<file path="src/rtl/join_digits_if.sv">
// Keypad-to-setpoint digit entry bus.
//   master : keypad side, drives digit_valid/digit/enter/clear and observes results
//   slave  : join_digits side, consumes the strobes and drives value/value_valid/
//            digit_err/entry_count/busy
interface join_digits_if;
  logic       digit_valid;
  logic [3:0] digit;
  logic       enter;
  logic       clear;
  logic [7:0] value;
  logic       value_valid;
  logic       digit_err;
  logic [1:0] entry_count;
  logic       busy;

  modport master (
    output digit_valid, digit, enter, clear,
    input  value, value_valid, digit_err, entry_count, busy
  );

  modport slave (
    input  digit_valid, digit, enter, clear,
    output value, value_valid, digit_err, entry_count, busy
  );
endinterface

</file>
<file path="src/rtl/join_digits.sv">
// join_digits: accumulates decimal digits (last two kept) and, on enter,
// rebuilds the binary value tens*10 + ones (0..99) over two busy cycles.
// Ports:
//   clk : system clock, rising edge
//   rst : asynchronous active-high reset
//   bus : join_digits_if.slave
//         in : digit_valid, digit[3:0], enter, clear
//         out: value[7:0], value_valid, digit_err, entry_count[1:0], busy
module join_digits #(
  parameter int unsigned MAX_DIGITS = 2
) (
  input  logic          clk,
  input  logic          rst,
  join_digits_if.slave  bus
);

  typedef enum logic [2:0] {
    S_IDLE,
    S_ONE,
    S_TWO,
    S_CALC1,
    S_CALC2
  } state_t;

  state_t     state_q;
  logic [3:0] tens_q;
  logic [3:0] ones_q;
  logic [7:0] t10_q;
  logic [7:0] value_q;
  logic       value_valid_q;
  logic       digit_err_q;
  logic [1:0] cnt_q;
  logic       busy_q;

  logic       digit_legal;
  logic [3:0] tens_d;
  logic [3:0] ones_d;
  logic [1:0] cnt_d;

  assign digit_legal = (bus.digit <= 4'd9);

  // Digits after absorbing this cycle's strobe; enter then acts on these,
  // so a digit and enter in the same cycle commit the new digit.
  always_comb begin
    tens_d = tens_q;
    ones_d = ones_q;
    cnt_d  = cnt_q;
    if (bus.digit_valid && digit_legal) begin
      if (state_q == S_IDLE) begin
        tens_d = '0;
        ones_d = bus.digit;
        cnt_d  = 2'd1;
      end else begin
        tens_d = ones_q;
        ones_d = bus.digit;
        cnt_d  = 2'd2;
      end
    end
  end

  always_ff @(posedge clk or posedge rst) begin
    if (rst) begin
      state_q       <= S_IDLE;
      tens_q        <= '0;
      ones_q        <= '0;
      t10_q         <= '0;
      value_q       <= '0;
      value_valid_q <= 1'b0;
      digit_err_q   <= 1'b0;
      cnt_q         <= '0;
      busy_q        <= 1'b0;
    end else begin
      value_valid_q <= 1'b0;
      digit_err_q   <= 1'b0;
      case (state_q)
        S_IDLE, S_ONE, S_TWO: begin
          if (bus.clear) begin
            state_q <= S_IDLE;
            tens_q  <= '0;
            ones_q  <= '0;
            cnt_q   <= '0;
          end else begin
            digit_err_q <= bus.digit_valid && !digit_legal;
            tens_q      <= tens_d;
            ones_q      <= ones_d;
            cnt_q       <= cnt_d;
            if (bus.enter && (cnt_d != 2'd0)) begin
              state_q <= S_CALC1;
              busy_q  <= 1'b1;
            end else begin
              state_q <= (cnt_d == 2'd0) ? S_IDLE :
                         (cnt_d == 2'd1) ? S_ONE  : S_TWO;
            end
          end
        end
        S_CALC1: begin
          // tens*10 as shift-add: tens*8 + tens*2
          t10_q   <= {1'b0, tens_q, 3'b000} + {3'b000, tens_q, 1'b0};
          state_q <= S_CALC2;
        end
        S_CALC2: begin
          value_q       <= t10_q + {4'b0000, ones_q};
          value_valid_q <= 1'b1;
          tens_q        <= '0;
          ones_q        <= '0;
          cnt_q         <= '0;
          busy_q        <= 1'b0;
          state_q       <= S_IDLE;
        end
        default: begin
          state_q <= S_IDLE;
          busy_q  <= 1'b0;
        end
      endcase
    end
  end

  assign bus.value       = value_q;
  assign bus.value_valid = value_valid_q;
  assign bus.digit_err   = digit_err_q;
  assign bus.entry_count = cnt_q;
  assign bus.busy        = busy_q;

endmodule
</file>
<file path="src/flat_wrapper.sv">
// flat-port wrapper written by rule: the top's interface ports become plain ports
module join_digits_flat 
#(
  parameter int unsigned MAX_DIGITS = 2
)
  (clk, rst, bus_digit_valid, bus_digit, bus_enter, bus_clear, bus_value, bus_value_valid, bus_digit_err, bus_entry_count, bus_busy);
  join_digits_if bus_i ();
  input  logic clk;
  input  logic rst;
  input wire logic [$bits(bus_i.digit_valid)-1:0] bus_digit_valid;
  input wire logic [$bits(bus_i.digit)-1:0] bus_digit;
  input wire logic [$bits(bus_i.enter)-1:0] bus_enter;
  input wire logic [$bits(bus_i.clear)-1:0] bus_clear;
  output wire logic [$bits(bus_i.value)-1:0] bus_value;
  output wire logic [$bits(bus_i.value_valid)-1:0] bus_value_valid;
  output wire logic [$bits(bus_i.digit_err)-1:0] bus_digit_err;
  output wire logic [$bits(bus_i.entry_count)-1:0] bus_entry_count;
  output wire logic [$bits(bus_i.busy)-1:0] bus_busy;
  assign bus_i.digit_valid = bus_digit_valid;
  assign bus_i.digit = bus_digit;
  assign bus_i.enter = bus_enter;
  assign bus_i.clear = bus_clear;
  assign bus_value = bus_i.value;
  assign bus_value_valid = bus_i.value_valid;
  assign bus_digit_err = bus_i.digit_err;
  assign bus_entry_count = bus_i.entry_count;
  assign bus_busy = bus_i.busy;
  join_digits #(.MAX_DIGITS(MAX_DIGITS)) u_core (.clk(clk), .rst(rst), .bus(bus_i));
endmodule
</file>
<file path="config.mk">
export PLATFORM = sky130hd
export DESIGN_NAME = join_digits_flat
export DESIGN_NICKNAME = d
export VERILOG_FILES = /design/src/rtl/join_digits_if.sv /design/src/rtl/join_digits.sv /design/src/flat_wrapper.sv
export SDC_FILE = /design/constraint.sdc
export NUM_CORES = 1
export LEC_CHECK = 0
export CAP_MARGIN = 20
export CORE_ASPECT_RATIO = 1.25
export CORE_MARGIN = 2
export CORE_UTILIZATION = 45
export DETAILED_ROUTE_END_ITERATION = 6
export PLACE_DENSITY = 0.71
export SKIP_CTS_REPAIR_TIMING = 1
export SYNTH_ARGS = -nofsm -noshare
export SYNTH_HDL_FRONTEND = slang
export SYNTH_SLANG_ARGS = --single-unit
</file>
<file path="constraint.sdc">
create_clock -name clk -period 2.65 [get_ports clk]
set_clock_uncertainty 0.2 [all_clocks]
set_input_delay 0.265 -clock clk [delete_from_list [all_inputs] [get_ports clk]]
set_output_delay 0.265 -clock clk [all_outputs]
set_load 0.03 [all_outputs]
</file>
==> metrics.md <==
| Metric | Value |
|---|---|
| Tcrit/Tclk final | `0.720` |
| Pre-CTS setup slack | `0.615 ns` |
| Maximum clock path buffer count | `2` |
| Count of pins over their slew limit | `0` |
| FF+latch count, synth | `31` |
| Leading area contributor after synthesis | `dfrtp_1` |
| Synth async-reset ratio | `1.00` |
| Area grow syn2layout | `23.4%` |
| DIE WIDTH | `55.4 microns` |
| Grt ovf | `0` |
| Syn_nets | `162` |
| Clk_lat worst skew | `0.28 ns` |
| RSZ-0062 raised after global routing | `no` |
| WL/cell | `12.6 microns` |
| Critical Path AT | `1.91 ns` |
| Slew @ Worst Pin | `0.559 ns` |
| Pin count of the biggest net entering global routing | `32` |
| Synth area leaders | `dfrtp_1 (52%), o21ai_0 (9.1%), nand2_1 (6.3%), ha_1 (4.2%), mux2_2 (3.0%)` |
| Input/output buffers | `21` |
| Starting Density | `0.465` |
| Worst Path Class, Setup | `reg2reg` |
| # DRC | `0` |
| Yosys warns | `0` |
| Most frequent cell after synthesis | `dfrtp_1` |
| CP required | `2.65 ns` |
| Status | `completed` |
| Met3 WL post-DR | `136 microns` |
| Period minus WS final | `1.91 ns` |
| Share of post-route cells with drive strength above 1 | `0.0814` |
| CP top delay family | `adder cells` |
| Syn Inst Count | `146` |
| Final GP Congestion | `0.794` |
| Final WL | `2640 microns` |
| Wl on met1 | `1090 microns` |
| Syn Area/Cell | `10.2 sq um` |
| Via density | `5.26` |
| Drt first pass iters | `4` |
| Met2 WL | `1340 microns` |
| Post-synth EDFFs | `0` |
| Worst Path Buf+Inv | `1` |
| Crit-path slowest cell | `fa_1` |
| Achievable Freq | `524 MHz` |
| Worst Reg2Reg Path Length in Cells | `7` |
| Core Rows | `23` |
| Cts bufs inserted | `5` |
| Crit. End Element | `register` |
| Core area | `3190 sq um` |
| Post-route ant nets | `0` |
| Synth top cells by count | `dfrtp_1 (31), o21ai_0 (27), nand2_1 (25), inv_1 (11), nor2_1 (7)` |
| Main flop type after synthesis | `dfrtp_1` |
| Deepest level of the CTS H-tree | `2` |
| Pwr/cell area | `723 nW/um^2` |
| GRT Util Overall | `0.161` |
| Crit-path cells | `ha_1 -> inv_1 -> fa_1 -> nor2b_1 -> o2111ai_1 -> xor2_1 -> o21ai_0` |
| CTS tree | `yes` |
| Die Area | `3780 sq um` |
| Hold Crit Class | `in2async` |
| # setup viols final | `0` |
| Vias in the first global route | `1,047` |
| Max-slew headroom | `0.625` |
| Instance count on the critical path | `7` |
| Number of I/O pins | `22` |
| Share of the yosys chip area belonging to registers | `0.523` |
| Initial antenna violation count | `0` |
| Synthesized cell area | `1480 sq um` |
| Worst-path maximum fanout | `3` |
| Die H | `68.2 microns` |
| Setup TNS | `0 ns` |
| Distinct cells, synth | `31` |
| PnR worst setup slack | `0.742 ns` |
| Leakage | `0.803 nW` |
| Max incr delay on CP | `0.40 ns` |
| Via count | `1,099` |
| Ant diodes | `0` |
| Hold Fails Final Rpt | `0` |
| First-pass GRT wire length | `4490 microns` |
| Starting DRT DRC Count | `33` |
| HPWL Detailed | `1990 microns` |
| Synth top area share | `0.523` |
| Peak supply drop | `0.396 mV` |
| Final net count | `188` |
| Highest routed metal layer | `met4` |
| Clk sink count | `31` |
| CTS root buffer | `clkbuf_8` |
| Clk slew on worst S/H paths | `0.06 ns` |
| Max cap viols | `0` |
| CP Launch Type | `register` |
[sequential cells by signal, indices dropped and copies added, names as in the netlist]
name                    count
u_core.bus.entry_count      2
u_core.bus.value_valid      1
u_core.tens_q               4
u_core.state_q              3
u_core.bus.value            8
u_core.ones_q               4
u_core.bus.busy             1
u_core.t10_q                7
u_core.bus.digit_err        1
[cells in the final DEF, fill, tap and decap left out, types with 2 or more instances in the layout]
cell type	n
a211oi_1	2
a21oi_1	2
a32o_1	2
clkbuf_8	5
clkdlybuf4s50_1	21
dfrtp_1	31
fa_1	2
ha_1	5
inv_1	11
mux2_2	4
nand2_1	25
nor2_1	7
nor2b_1	2
nor3_1	2
o21ai_0	27
xnor2_1	3
xor2_1	4
[report_power, final]
group / internal (mW) / switching [mW]
clock: 0.275 / 0.166
sequential: 0.536 / 0.0461
combinational: 0.131 / 0.171
[logic make-up (layout without fill, tap and decap cells)]
| family | after synthesis | in the layout | share of synthesized area |
|---|---|---|---|
| AO/OA/AOI/OAI | 41 | 41 | 0.171 |
| AND/OR/NAND/NOR | 41 | 41 | 0.117 |
| flip-flops | 31 | 31 | 0.523 |
| buffers and inverters | 14 | 40 | 0.0405 |
| adder cells (fa/ha/maj) | 8 | 8 | 0.0767 |
| XOR/XNOR | 7 | 7 | 0.0413 |
| multiplexers | 4 | 4 | 0.0304 |
[stage by stage]
stage / hold slack (ns) / util / cells / area [sq um] / power (mW)
3_5_place_dp: 0.269 / 0.541 / 202 / 1730 / 0.897
3_3_place_gp: 0.262 / 0.541 / 202 / 1730 / 0.887
6_report: 0.154 / 0.573 / 209 / 1830 / 1.32
5_1_grt: 0.207 / 0.573 / 209 / 1830 / 1.39
2_1_floorplan: 0.169 / - / 146 / 1480 / 0.776
4_1_cts: 0.166 / 0.573 / 209 / 1830 / 1.34
[layer usage]
layer,vias to the layer above,track usage
met5,-,0
met4,0,0.0945
met2,27,0.293
li1,551,-
met1,515,0.160
met3,6,0.0567
[tightest hold or removal path: stages]
cell and delay [ns]:
clkdlybuf4s50_1 0.39, inv_1 0.05, buf_4 0.34
[path summary, 6_finish.rpt]
kind                            slack (ns)                   to                 from
worst max-delay path                  0.74  u_core.bus.value[7]     u_core.ones_q[1]
worst max register to register        0.74  u_core.bus.value[7]     u_core.ones_q[1]
worst min-delay path                  0.15  u_core.bus.value[2]                  rst
worst min register to register        0.28  u_core.bus.value[5]  u_core.bus.value[5]
min in group clk                      0.28  u_core.bus.value[5]  u_core.bus.value[5]
max in group asynchronous             1.82    u_core.state_q[0]                  rst
[area by class of cell]
class                           instances  area, sq um
Clock buffer                            6         72.6
Fill cell                             274         1360
Timing Repair Buffer                   22          218
Tap cell                               37         46.3
Clock inverter                          1         30.0
Multi-Input combinational cell        101          648
Sequential cell                        31          776
Inverter                               11         41.3
Power figures use the tool's default switching activity.
